### src/rtl/can_defs.sv
`default_nettype none
// ============================================================================
// Package     : can_defs
// Description : Shared CAN frame constants, state encoding and length helpers
// Revision    : 1.0 - initial release
// ============================================================================
package can_defs;

  localparam int ID_BASE_W = 11;
  localparam int ID_EXT_W  = 18;
  localparam int DLC_W     = 4;
  localparam int CRC_W     = 15;
  localparam int EOF_W     = 7;
  localparam int IFS_W     = 3;

  localparam logic [CRC_W-1:0] CRC_POLY = 15'h4599;

  localparam int STD_BASE_LEN = 44;
  localparam int EXT_BASE_LEN = 64;

  // ARB holds ID/SRR/IDE/RTR; CTRL is IDE|r1, r0, DLC in both formats
  localparam int STD_ARB_W = ID_BASE_W + 1;
  localparam int EXT_ARB_W = ID_BASE_W + 2 + ID_EXT_W + 1;
  localparam int CTRL_W    = 2 + DLC_W;

  typedef enum logic [3:0] {
    ST_IDLE     = 4'd0,
    ST_SOF      = 4'd1,
    ST_ARB      = 4'd2,
    ST_CTRL     = 4'd3,
    ST_DATA     = 4'd4,
    ST_CRC      = 4'd5,
    ST_CRC_DEL  = 4'd6,
    ST_ACK_SLOT = 4'd7,
    ST_ACK_DEL  = 4'd8,
    ST_EOF      = 4'd9,
    ST_IFS      = 4'd10
  } can_state_e;

  function automatic logic [3:0] payload_bytes(input logic rtr, input logic [3:0] dlc);
    if (rtr) return 4'd0;
    if (dlc > 4'd8) return 4'd8;
    return dlc;
  endfunction

  function automatic logic [7:0] frame_len(input logic ide, input logic rtr, input logic [3:0] dlc);
    return (ide ? 8'(EXT_BASE_LEN) : 8'(STD_BASE_LEN)) + {1'b0, payload_bytes(rtr, dlc), 3'b000};
  endfunction

endpackage
`default_nettype wire

### src/rtl/can_crc15.sv
`default_nettype none
// ============================================================================
// Module      : can_crc15
// Description : Serial CAN CRC-15 accumulator with clear and enable
// Revision    : 1.0 - initial release
// ============================================================================
module can_crc15
  import can_defs::*;
(
  input  logic             clk,
  input  logic             rst,
  input  logic             clr_i,
  input  logic             en_i,
  input  logic             bit_i,
  output logic [CRC_W-1:0] crc_o
);

  logic [CRC_W-1:0] crc_q, crc_d;
  logic             fb;

  always_comb begin
    crc_d = crc_q;
    fb    = bit_i ^ crc_q[CRC_W-1];
    if (clr_i) begin
      crc_d = '0;
    end else if (en_i) begin
      crc_d = {crc_q[CRC_W-2:0], 1'b0} ^ (fb ? CRC_POLY : '0);
    end
  end

  always_ff @(posedge clk) begin
    if (rst) crc_q <= '0;
    else     crc_q <= crc_d;
  end

  assign crc_o = crc_q;

endmodule
`default_nettype wire

### src/rtl/can_tx_frame_serializer.sv
`default_nettype none
// ============================================================================
// Module      : can_tx_frame_serializer
// Description : CAN 2.0A/B transmit serializer with stuffing, CRC-15, ARB/ACK
// Revision    : 1.0 - initial release
// ============================================================================
module can_tx_frame_serializer
  import can_defs::*;
#(
  parameter int clk_speed_MHz      = 100,
  parameter int can_bit_rate_Kbits = 1000
) (
  input  logic        clk,
  input  logic        rst,
  input  logic        tx_start,
  input  logic [28:0] tx_id,
  input  logic        tx_ide,
  input  logic        tx_rtr,
  input  logic [3:0]  tx_dlc,
  input  logic [63:0] tx_data,
  input  logic        can_rx,
  output logic        can_tx,
  output logic        tx_busy,
  output logic        tx_done,
  output logic        tx_ack_err,
  output logic        tx_arb_lost,
  output logic [7:0]  frame_length_bits
);

  localparam int BIT_CLKS  = clk_speed_MHz * 1000 / can_bit_rate_Kbits;
  localparam int SAMPLE_PT = BIT_CLKS * 7 / 10;
  localparam int CNT_W     = (BIT_CLKS > 1) ? $clog2(BIT_CLKS) : 1;
  localparam logic [CNT_W-1:0] CNT_LAST   = CNT_W'(BIT_CLKS - 1);
  localparam logic [CNT_W-1:0] CNT_SAMPLE = CNT_W'(SAMPLE_PT);

  can_state_e       state_q, state_d, adv_state;
  logic [5:0]       fld_q, fld_d, adv_fld;
  logic [CNT_W-1:0] cnt_q, cnt_d;
  logic             tx_q, tx_d, stuff_q, stuff_d, last_q, last_d;
  logic [2:0]       run_q, run_d, run_new;
  logic [31:0]      arb_q, arb_d;
  logic             ide_q, ide_d;
  logic [3:0]       dlc_q, dlc_d, nbytes_q, nbytes_d;
  logic [63:0]      data_q, data_d;
  logic [7:0]       len_q, len_d;
  logic             ack_err_q, ack_err_d, done_q, done_d;
  logic             ack_pulse_q, ack_pulse_d, arb_lost_q, arb_lost_d;
  logic             frame_end, fld_bit, crc_clr, crc_en, in_crc, in_stuff, bit_end;
  logic [CRC_W-1:0] crc;
  logic [5:0]       arb_last, data_last;
  logic [7:0]       ctrl_vec;
  logic [CRC_W:0]   crc_ext;

  can_crc15 u_crc (
    .clk   (clk),
    .rst   (rst),
    .clr_i (crc_clr),
    .en_i  (crc_en),
    .bit_i (tx_q),
    .crc_o (crc)
  );

  assign bit_end   = (cnt_q == CNT_LAST);
  assign in_crc    = state_q inside {ST_SOF, ST_ARB, ST_CTRL, ST_DATA};
  assign in_stuff  = in_crc || (state_q == ST_CRC);
  assign run_new   = (run_q != 3'd0 && tx_q == last_q) ? run_q + 3'd1 : 3'd1;
  assign arb_last  = ide_q ? 6'(EXT_ARB_W - 1) : 6'(STD_ARB_W - 1);
  assign data_last = {nbytes_q[2:0] - 3'd1, 3'b111};
  assign ctrl_vec  = {2'b00, dlc_q, 2'b00};
  assign crc_ext   = {crc, 1'b0};

  // Position of the next unstuffed bit; state/field track the last data-carrying bit
  always_comb begin
    adv_state = state_q;
    adv_fld   = fld_q + 6'd1;
    frame_end = 1'b0;
    case (state_q)
      ST_SOF:      begin adv_state = ST_ARB; adv_fld = '0; end
      ST_ARB:      if (fld_q == arb_last) begin adv_state = ST_CTRL; adv_fld = '0; end
      ST_CTRL:     if (fld_q == 6'(CTRL_W - 1)) begin
                     adv_state = (nbytes_q == 4'd0) ? ST_CRC : ST_DATA;
                     adv_fld   = '0;
                   end
      ST_DATA:     if (fld_q == data_last) begin adv_state = ST_CRC; adv_fld = '0; end
      ST_CRC:      if (fld_q == 6'(CRC_W - 1)) begin adv_state = ST_CRC_DEL; adv_fld = '0; end
      ST_CRC_DEL:  begin adv_state = ST_ACK_SLOT; adv_fld = '0; end
      ST_ACK_SLOT: begin adv_state = ST_ACK_DEL; adv_fld = '0; end
      ST_ACK_DEL:  begin adv_state = ST_EOF; adv_fld = '0; end
      ST_EOF:      if (fld_q == 6'(EOF_W - 1)) begin adv_state = ST_IFS; adv_fld = '0; end
      ST_IFS:      if (fld_q == 6'(IFS_W - 1)) begin
                     adv_state = ST_IDLE;
                     adv_fld   = '0;
                     frame_end = 1'b1;
                   end
      default:     begin adv_state = ST_IDLE; adv_fld = '0; end
    endcase
  end

  always_comb begin
    fld_bit = 1'b1;
    case (adv_state)
      ST_SOF:  fld_bit = 1'b0;
      ST_ARB:  fld_bit = arb_q[~adv_fld[4:0]];
      ST_CTRL: fld_bit = ctrl_vec[~adv_fld[2:0]];
      ST_DATA: fld_bit = data_q[~adv_fld];
      ST_CRC:  fld_bit = crc_ext[~adv_fld[3:0]];
      default: fld_bit = 1'b1;
    endcase
  end

  always_comb begin
    state_d     = state_q;
    fld_d       = fld_q;
    cnt_d       = cnt_q;
    tx_d        = tx_q;
    stuff_d     = stuff_q;
    run_d       = run_q;
    last_d      = last_q;
    arb_d       = arb_q;
    ide_d       = ide_q;
    dlc_d       = dlc_q;
    nbytes_d    = nbytes_q;
    data_d      = data_q;
    len_d       = len_q;
    ack_err_d   = ack_err_q;
    done_d      = 1'b0;
    ack_pulse_d = 1'b0;
    arb_lost_d  = 1'b0;
    crc_clr     = 1'b0;
    crc_en      = 1'b0;

    if (state_q == ST_IDLE) begin
      cnt_d = '0;
      tx_d  = 1'b1;
      if (tx_start) begin
        state_d   = ST_SOF;
        fld_d     = '0;
        tx_d      = 1'b0;
        stuff_d   = 1'b0;
        run_d     = '0;
        last_d    = 1'b0;
        ack_err_d = 1'b0;
        crc_clr   = 1'b1;
        arb_d     = tx_ide ? {tx_id[28:18], 1'b1, 1'b1, tx_id[17:0], tx_rtr}
                           : {tx_id[28:18], tx_rtr, 20'd0};
        ide_d     = tx_ide;
        dlc_d     = tx_dlc;
        nbytes_d  = payload_bytes(tx_rtr, tx_dlc);
        data_d    = tx_data;
        len_d     = frame_len(tx_ide, tx_rtr, tx_dlc);
      end
    end else begin
      cnt_d = bit_end ? '0 : cnt_q + CNT_W'(1);
      if (cnt_q == CNT_SAMPLE) begin
        crc_en = in_crc && !stuff_q;
        if (state_q == ST_ACK_SLOT && can_rx) ack_err_d = 1'b1;
      end
      if (bit_end) begin
        if (in_stuff) begin
          run_d  = run_new;
          last_d = tx_q;
        end
        if (in_stuff && run_new == 3'd5) begin
          tx_d    = ~tx_q;
          stuff_d = 1'b1;
        end else begin
          stuff_d = 1'b0;
          state_d = adv_state;
          fld_d   = adv_fld;
          tx_d    = fld_bit;
          if (frame_end) begin
            done_d      = !ack_err_q;
            ack_pulse_d = ack_err_q;
          end
        end
      end
      if (cnt_q == CNT_SAMPLE && state_q == ST_ARB && !stuff_q && tx_q && !can_rx) begin
        state_d    = ST_IDLE;
        tx_d       = 1'b1;
        cnt_d      = '0;
        arb_lost_d = 1'b1;
      end
    end
  end

  always_ff @(posedge clk) begin
    if (rst) begin
      state_q     <= ST_IDLE;
      fld_q       <= '0;
      cnt_q       <= '0;
      tx_q        <= 1'b1;
      stuff_q     <= 1'b0;
      run_q       <= '0;
      last_q      <= 1'b0;
      arb_q       <= '0;
      ide_q       <= 1'b0;
      dlc_q       <= '0;
      nbytes_q    <= '0;
      data_q      <= '0;
      len_q       <= '0;
      ack_err_q   <= 1'b0;
      done_q      <= 1'b0;
      ack_pulse_q <= 1'b0;
      arb_lost_q  <= 1'b0;
    end else begin
      state_q     <= state_d;
      fld_q       <= fld_d;
      cnt_q       <= cnt_d;
      tx_q        <= tx_d;
      stuff_q     <= stuff_d;
      run_q       <= run_d;
      last_q      <= last_d;
      arb_q       <= arb_d;
      ide_q       <= ide_d;
      dlc_q       <= dlc_d;
      nbytes_q    <= nbytes_d;
      data_q      <= data_d;
      len_q       <= len_d;
      ack_err_q   <= ack_err_d;
      done_q      <= done_d;
      ack_pulse_q <= ack_pulse_d;
      arb_lost_q  <= arb_lost_d;
    end
  end

  assign can_tx            = tx_q;
  assign tx_busy           = (state_q != ST_IDLE);
  assign tx_done           = done_q;
  assign tx_ack_err        = ack_pulse_q;
  assign tx_arb_lost       = arb_lost_q;
  assign frame_length_bits = len_q;

endmodule
`default_nettype wire

### config.mk
export PLATFORM = sky130hd
export DESIGN_NAME = can_tx_frame_serializer
export DESIGN_NICKNAME = d
export VERILOG_FILES = /design/src/rtl/can_defs.sv /design/src/rtl/can_crc15.sv /design/src/rtl/can_tx_frame_serializer.sv
export SDC_FILE = /design/constraint.sdc
export NUM_CORES = 1
export LEC_CHECK = 0
export CORE_MARGIN = 1
export CORE_UTILIZATION = 30
export CTS_CLUSTER_DIAMETER = 100
export DETAILED_ROUTE_END_ITERATION = 10
export SLEW_MARGIN = 20
export SYNTH_ARGS = -nofsm -noshare
export SYNTH_HDL_FRONTEND = slang
export SYNTH_SLANG_ARGS = --single-unit
### constraint.sdc
create_clock -name clk -period 5.2 [get_ports clk]
set_clock_uncertainty 0.15 [all_clocks]
set_input_delay 0.78 -clock clk [delete_from_list [all_inputs] [get_ports clk]]
set_output_delay 0.78 -clock clk [all_outputs]
set_load 0.02 [all_outputs]
# After elaboration in Yosys (flattened, before gate mapping)

Cells that the tools add are included.
W data, S select, Z words.

Output and inout bits: 13
Word-level logic and storage cells: 174
Input bits: 103
Flip-flop bits (word level): 155

$lt $le $gt $ge: 5
Eq/ne operators: 28
Add/sub/neg operators: 5
Bitwise logic cells: 9
Mux-type cells: 77
Reduce and logical (&&, ||, !) cells: 32

Operators with widths:

| kind                  | count |
|---|---|
| $mux W4               | 17 |
| $mux W6               | 10 |
| $pmux W4 S10          | 1 |
| $pmux W6 S6           | 1 |
| $mux W1               | 34 |
| $eq A4 B3 Y1 const B  | 6 |
| $mux W21              | 1 |
| $eq A4 B2 Y1 const B  | 4 |
| $mux W15              | 1 |
| $mux W3               | 5 |
| $xor A15 B15 Y15      | 1 |
| $eq A7 B7 Y1 const B  | 2 |
| $eq A4 B4 Y1 const B  | 3 |
| $eq A6 B3 Y1 const B  | 2 |
| $reduce_and A3 Y1     | 4 |
| $add A7 B7 Y8         | 1 |
| $eq A4 B1 Y1 const B  | 2 |
| $logic_and A1 B1 Y1   | 8 |
| $logic_not A4 Y1      | 2 |
| $reduce_bool A2 Y1    | 4 |
| $reduce_bool A4 Y1    | 2 |
| $add A7 B1 Y7 const B | 1 |
| $lt A6 B7 Y1 const B  | 1 |
| $mux W7               | 1 |
| other kinds (34)      | 42 |

# Longest topological paths before layout

Gate-level depths: netlist of run 1.

Depth in word-level cells: 12
Mapped depth: 16
Mapped depth without buffers: 12

# Modules after synthesis

A second synthesis of run 1 with hierarchy kept.

Cell total of the unflattened synthesis: 1008
Area total of the unflattened synthesis: 7835.0 µm²

Modules (own cells, without submodules):

| module                  | instances | sequential area each (µm²) | cells each | area an instance (µm²) |
|---|---|---|---|---|
| can_tx_frame_serializer | 1         | 2742.6                     | 941        | 7185.6 |
| can_crc15               | 1         | 300.3                      | 67         | 649.4 |

# Worst setup path after synthesis of run 1

No wires, ideal clock.

Kind: register to register
From: reg fld_q[0]
To: reg tx_q (netlist: can_tx)
Required time: 4955 ps
Path slack: 1677 ps
Stages on the path, launching flop included: 15
Arrival time: 3278 ps
Library setup time: 95 ps
Path buffers: 3
Clock period less this slack: 3523 ps
Cell sequence: dfxtp_1 clkbuf_1 clkbuf_1 inv_1 ha_1 nor3b_1 o2111ai_1 a22oi_2 a311oi_2 buf_2 nand2_1 a31oi_1 a211oi_1 or4_1 o311ai_1

Longest elaborated chain between the ends: 11
Elaborated cells on any way between the ends: 43
Those cells by class: add/sub (1); eq/ne (11); mux (27); bitwise (4)

RTL lines:

| what                                        | RTL line                       | RTL |
|---|---|---|
| start, declared                             | can_tx_frame_serializer.sv:37  | `logic [5:0] fld_q, fld_d, adv_fld;` |
| start signal, assigned                      | can_tx_frame_serializer.sv:207 | `fld_q <= fld_d;` |
| $add A6 B1 Y6, or another cell as far along | can_tx_frame_serializer.sv:75  | `adv_fld = fld_q + 6'd1;` |
| $mux W6, or another cell as far along       | can_tx_frame_serializer.sv:90  | `ST_IFS: if (fld_q == 6'(IFS_W - 1)) begin` |
| $pmux W6 S6                                 | can_tx_frame_serializer.sv:77  | `case (state_q)` |
| $not A6 Y6, or another cell as far along    | can_tx_frame_serializer.sv:105 | `ST_DATA: fld_bit = data_q[~adv_fld];` |
| $bmux W1 S6, or another cell as far along   | can_tx_frame_serializer.sv:105 |  |
| $mux W1, on equally long branches           | --                             |  |
| $pmux W1 S5 (*)                             | can_tx_frame_serializer.sv:101 | `case (adv_state)` |
| $mux W1 (*)                                 | can_tx_frame_serializer.sv:163 | `if (in_stuff && run_new == 3'd5) begin` |
| $mux W1 (*)                                 | can_tx_frame_serializer.sv:158 | `if (bit_end) begin` |
| $mux W1 (*)                                 | can_tx_frame_serializer.sv:177 | `if (cnt_q == CNT_SAMPLE && state_q == ST_ARB && !stuff_q && tx_q && !can_rx) begin` |
| $mux W1 (*)                                 | can_tx_frame_serializer.sv:132 | `if (state_q == ST_IDLE) begin` |
| end signal, assigned                        | can_tx_frame_serializer.sv:209 | `tx_q <= tx_d;` |
| end, declared                               | can_tx_frame_serializer.sv:39  | `logic tx_q, tx_d, stuff_q, stuff_d, last_q, last_d;` |

Every way passes the cells marked *; elsewhere a longest branch is shown, timed or not. The select of a mux whose other input is x is not followed.
A chain may end at the register's enable or synchronous reset.

# Worst setup path after layout of run 1

From: reg state_q[1]
To: reg tx_q (netlist: can_tx)

Longest elaborated chain between the ends: 10
Elaborated cells on any way between the ends: 49
Those cells by class: eq/ne (15); mux (21); bitwise (4); reduce/logical (9)

RTL lines:

| what                                       | RTL line                       | RTL |
|---|---|---|
| start, declared                            | can_tx_frame_serializer.sv:36  | `can_state_e state_q, state_d, adv_state;` |
| start signal, assigned                     | can_tx_frame_serializer.sv:206 | `state_q <= state_d;` |
| $eq A4 B4 Y1, or another cell as far along | can_tx_frame_serializer.sv:77  |  |
| $pmux W6 S6                                | can_tx_frame_serializer.sv:77  |  |
| $not A6 Y6, or another cell as far along   | can_tx_frame_serializer.sv:105 |  |
| $bmux W1 S6, or another cell as far along  | can_tx_frame_serializer.sv:105 |  |
| $mux W1, on equally long branches          | --                             |  |
| $pmux W1 S5                                | can_tx_frame_serializer.sv:101 |  |
| $mux W1                                    | can_tx_frame_serializer.sv:163 |  |
| $mux W1                                    | can_tx_frame_serializer.sv:158 |  |
| $mux W1                                    | can_tx_frame_serializer.sv:177 |  |
| $mux W1                                    | can_tx_frame_serializer.sv:132 |  |

Parallel ways exist; a longest one is shown, timed or not. The select of a mux whose other input is x is not followed.

==> results_dict.tcl, run 1 <==
set metrics [dict create \
    syn_to_final_growth_pct 25.8 \
    combPwrFrac_pct 13.9 \
    drive_gt1_share_pct 6.66 \
    grt_pass1_wl_mm 35.4 \
    clk_pin_slew_ns 0.07 \
    slew_headroom_pct 30.2 \
    switching_share_pct 27.3 \
    crit_type "reg2reg" \
    hpwl_mm 15.8 \
    total_power_mw 2.96 \
    drc 0 \
    syn_area_um2 7510 \
    synth_edf_count 0 \
    fin_util_pct 38.7 \
    ctsHoldBuffers 0 \
    vdd_drop_max_uv 181 \
    rows 57 \
    hold_path.class "reg2reg" \
    status "finished clean" \
    yosysWarnings 0 \
    hold_viol_final 0 \
    slew_violations 0 \
    cts.sinks 152 \
    die_h_um 160 \
    cts-buffers-inserted 17 \
    drtPass1Iterations 5 \
    io_buffers 113 \
    overflow 0 \
    finalWorstSetupSlack_ns 1.11 \
    sequentialPowerShare_pct 43.5 \
    rsz0062_at_grt "false" \
    cts_max_level 4 \
    end_kind "flip-flop" \
    p_clk_share_pct 42.6 \
    cts_tree "yes" \
    finalCriticalPeriod_ns 4.09 \
    ctsRootBufferMaster "clkbuf_16" \
    final_cell_mix "nand2_1 (226), dfxtp_1 (152), a21oi_1 (115), clkdlybuf4s50_1 (112), nor2_1 (62)" \
    finalCritPeriodShare_pct 78.7 \
    worstSetupStartpointType "flip-flop" \
    drv_cap 0 \
    powerDensity_nw_per_um2 313 \
    clockBufferDepth 2 \
    critical_path.top_delay_family "compound AO/OA/AOI/OAI gates" \
    start_util_pct 30.7 \
    clk-insertion-delay-late_ns 0.43 \
    cp.arrival_ns 4.27 \
    ys.flop_type "dfxtp_1" \
    async_reset_ff_share_pct 0 \
    layout.nets 1139 \
    dp_slack_ns 1.20 \
    drtIter0Drc 464 \
    post_cts_buffers 0 \
    internal_power_mw 2.15 \
    synth_seq_area_share_pct 40.5 \
    dieArea_um2 25700 \
    gp_congestion 0.897 \
    ys_types 73 \
    syn_area_per_cell_um2 7.93 \
    die_w_um 160 \
    crit_required_ns 5.38 \
    via_count 6843 \
    layout_commonest_cell "nand2_1" \
    grt_max_degree 80 \
    max_freq_ghz 0.244 \
    cp_slowest_cell "a311oi_2" \
    power_switching_mw 0.808 \
    synthCells 947 \
    via_per_inst 5.03 \
    critPathBufInv 0 \
    wl_per_cell_um 16.1 \
    ys_seq_elements 152 \
    antenna_found_initial 0 \
    worstPathMaxFanout 23 \
    power.leakage_nw 3.54 \
    setup_viol 0 \
    routed_wl_mm 22.0 \
    antenna-diode-count 0 \
    grt_pass1_vias 6650 \
    worst_slew_pin_slew_ns 1.04 \
    antenna_left 0 \
    io_pins 116 \
    post_cts_resized 0 \
    grtUsageTotal_pct 17.4 \
    cpPeakStageDelay_ns 0.85 \
    cp_cell_sequence "nand2b_1 -> a311o_1 -> or2_1 -> a311oi_2 -> nand2_1 -> a31oi_1 -> a211oi_1 -> or4_1 -> o311ai_1" \
    r2r_slack_ns 1.11 \
    core_area_um2 24500 \
    fin_setup_tns_ns 0 \
]
==> final cells by class <==
class,instances,area (µm²)
clock buffers,20,457
clock inverters,11,135
fillers,2513,15000
inverters,18,67.6
multi-input cells,709,4120
flip-flops and latches,152,3040
well taps,324,405
repair buffers,126,1230
==> power by group through the flow <==
stage / Combinational, mW / Clock (mW) / Sequential (mW)
final: 0.412 / 1.26 / 1.29
after global routing: 0.455 / 1.33 / 1.30
after CTS: 0.414 / 1.29 / 1.29
after detailed placement: 0.412 / 0 / 1.31
after global placement: 0.411 / 0 / 1.31
after floorplan: 0.250 / 0 / 1.29
==> sequential cells by signal (all words and copies together) (netlist names) <==
register           count
ack_err_q              1
arb_q                 32
can_tx                 1
cnt_q                  7
data_q                64
dlc_q                  4
fld_q                  6
frame_length_bits      6
last_q                 1
nbytes_q               4
run_q                  3
state_q                4
stuff_q                1
tx_ack_err             1
tx_arb_lost            1
tx_done                1
u_crc.crc_o           15
==> cells in the mapped netlist, types with 9 or more instances <==
| cell | number | area [µm²] |
|---|---|---|
| a211oi_1 | 10 | 75.1 |
| a21oi_1 | 115 | 576 |
| a22o_1 | 21 | 184 |
| a31oi_1 | 9 | 56.3 |
| clkbuf_1 | 52 | 195 |
| dfxtp_1 | 152 | 3040 |
| ha_1 | 12 | 150 |
| inv_1 | 18 | 67.6 |
| mux2i_1 | 35 | 350 |
| nand2_1 | 227 | 852 |
| nand3_1 | 17 | 85.1 |
| nor2_1 | 62 | 233 |
| nor2b_1 | 10 | 62.6 |
| nor3_1 | 13 | 65.1 |
| nor4_1 | 11 | 68.8 |
| o21ai_0 | 23 | 115 |
| xnor2_1 | 12 | 105 |
| xor2_1 | 11 | 96.3 |
==> metal layers <==
layer	vias up	part of all wire [%]	GRT usage [%]
li1	3446	-	-
met1	3206	47	23.0
met2	163	47	28.4
met3	28	4.4	3.19
met4	0	1.7	5.97
met5	-	0	0
==> logic make-up after synthesis <==
kind of cell | after synthesis | synth area share [%]
AOI/OAI and AO/OA | 241 | 20.7
xor gates and xnor gates | 24 | 3.00
adders and majority gates | 12 | 2.00
buffers and inverters | 87 | 4.81
DFF | 152 | 40.5
muxes | 44 | 6.16
other | 1 | 0.0499
and+or+nand+nor | 386 | 22.8
==> metrics by stage <==
stage               cells  area, µm²  hold WS [ns]
floorplan             948       7520         0.263
global placement     1329       8860         0.283
detailed placement   1329       8860         0.284
CTS                  1360       9460         0.302
global route         1360       9460         0.317
finish               1360       9460         0.298
==> worst paths after layout <==
path,from,cells after the start,endpoint
max,state_q[1],9,can_tx
min,ack_err_q,1,tx_done
max reg2reg,state_q[1],9,can_tx
min reg2reg,ack_err_q,1,tx_done
No activity file was read; power rests on OpenSTA's default activity.
==> run 2, diff against run 1 <==
==> constraint.sdc (replaced) <==
create_clock -name clk -period 3.87 [get_ports clk]
set_clock_uncertainty 0.15 [all_clocks]
set_input_delay 0.5805 -clock clk [delete_from_list [all_inputs] [get_ports clk]]
set_output_delay 0.5805 -clock clk [all_outputs]
set_load 0.02 [all_outputs]
==> run 2 against run 1 <==
Final cell count increased by 2.3%; clock power grew 39%; setup slack got worse by 0.89 ns; sequential power grew 33%; final area is 3.1% higher; flip-flop and latch count unchanged; register-to-register slack worse by 0.89 ns; first-iteration DRC count is 12% lower; via count grew 2.4%; sequential share of layout area fell by 0.93 points; critical endpoint unchanged; highest routed layer unchanged.
==> results_dict.tcl, run 2 (synthesis gave the netlist of run 1 again) <==
set metrics [dict create \
    end_kind "flip-flop" \
    clk-insertion-delay-late_ns 0.44 \
    holdWs_ns 0.301 \
    slew_headroom_pct 43.3 \
    hold_viol_final 0 \
    clk_pin_slew_ns 0.07 \
    powerDensity_nw_per_um2 415 \
    cts_max_level 4 \
    largest_reg_flops 64 \
    post_cts_buffers 0 \
    max_freq_ghz 0.274 \
    grt_max_degree 77 \
    finalCritPeriodShare_pct 94.4 \
    io_pins 116 \
    worst_slew_pin_slew_ns 0.844 \
    wl_per_cell_um 16.0 \
    n_fill_cell 2518 \
    io_buffers 113 \
    hold_path.class "reg2reg" \
    layout.nets 1169 \
    drive_gt1_share_pct 9.65 \
    via_per_inst 5.04 \
    rows 57 \
    hpwl_mm 16.3 \
    drtIter0Drc 409 \
    antenna_found_initial 0 \
    final_cell_mix "nand2_1 (226), dfxtp_1 (150), a21oi_1 (115), clkdlybuf4s50_1 (112), nor2_1 (62)" \
    antenna_left 0 \
    status "finished clean" \
    regMostFlops "data_q" \
    drv_cap 0 \
    grt_pass1_vias 6672 \
    routed_wl_mm 22.3 \
    cp.arrival_ns 3.85 \
    antenna-diode-count 0 \
    ctsRootBufferMaster "clkbuf_16" \
    die_h_um 160 \
    core_area_um2 24500 \
    cts-buffers-inserted 17 \
    layout_commonest_cell "nand2_1" \
    die_w_um 160 \
    start_util_pct 30.7 \
    syn_to_final_growth_pct 29.7 \
    vdd_drop_max_uv 250 \
    post_cts_resized 0 \
    power.leakage_nw 3.72 \
    cts.sinks 152 \
    slew_violations 0 \
    setup_viol 0 \
    crit_type "reg2reg" \
    clockBufferDepth 2 \
    finalCriticalPeriod_ns 3.65 \
    overflow 0 \
    ctsHoldBuffers 0 \
    via_count 7004 \
    grtUsageTotal_pct 17.6 \
    grt_pass1_wl_mm 35.7 \
    worstPathMaxFanout 9 \
    cts_tree "yes" \
    worstSetupStartpointType "flip-flop" \
    gp_congestion 0.869 \
    crit_required_ns 4.06 \
    dieArea_um2 25700 \
    final_cell_count_no_fill 1391 \
    place_inst 1359 \
    drtPass1Iterations 5 \
    drc 0 \
]
## run 2: cell types whose count changed in the layout (fill, tap and decap cells not counted), moves of 2 or more
cell,previous run,this run
dfxtp_2,0,2
clkinv_8,0,3
buf_12,0,2
inv_6,4,2
buf_4,14,42
inv_8,1,6
clkbuf_8,2,0
dfxtp_1,152,150
## run 2: path summary, 6_finish.rpt
| path | from | to | slack [ns] | depth (start not counted) |
|---|---|---|---|---|
| worst min register to register | data_q[40] | data_q[40] | 0.30 | 2 |
| worst max-delay path | state_q[0] | can_tx | 0.22 | 11 |
| worst max register to register | state_q[0] | can_tx | 0.22 | 11 |
| worst min-delay path | data_q[40] | data_q[40] | 0.30 | 2 |
## run 2: worst max-delay path: stages (launching register included)
cell and delay [ns]:
dfxtp_1 0.54, buf_4 0.23, nand2_1 0.09, a211oi_4 0.55
nor2_1 0.17, buf_4 0.22, o22ai_1 0.33, a22oi_1 0.13
o311ai_1 0.28, a211oi_1 0.08, or4_1 0.55, o311ai_1 0.23
## run 2: power by group
part           switching, mW  internal, mW  leakage (nW)
logic                  0.319         0.254          2.17
clock network          0.809         0.940         0.301
registers             0.0661          1.66          1.24
## run 2: through the flow
step	utilization (%)	cell area, µm²	worst slack (ns)	setup TNS, ns	power [mW]
3_5_place_dp	37.3	9110	0.100	0	2.33
5_1_grt	39.8	9750	-0.00359	-0.00359	4.22
4_1_cts	39.8	9740	0.0666	0	4.08
3_3_place_gp	37.3	9110	0.210	0	2.33
2_1_floorplan	-	7520	0.347	0	2.07
6_report	39.8	9750	0.217	0	4.05
## run 2: cell type report
type | count | area, µm² | share of cell area, %
Timing Repair Buffer | 156 | 1480 | 15.1
Multi-Input combinational cell | 709 | 4130 | 42.4
Inverter | 18 | 67.6 | 0.693
Clock inverter | 15 | 196 | 2.02
Clock buffer | 17 | 425 | 4.37
Tap cell | 324 | 405 | 4.16
Sequential cell | 152 | 3050 | 31.2
## run 2: metal layers
layer,share of wire (%),vias up,GRT usage [%]
met4,1.6,0,5.24
li1,-,3524,-
met2,46,196,28.4
met3,4.8,20,3.43
met1,47,3264,23.5
met5,0,-,0
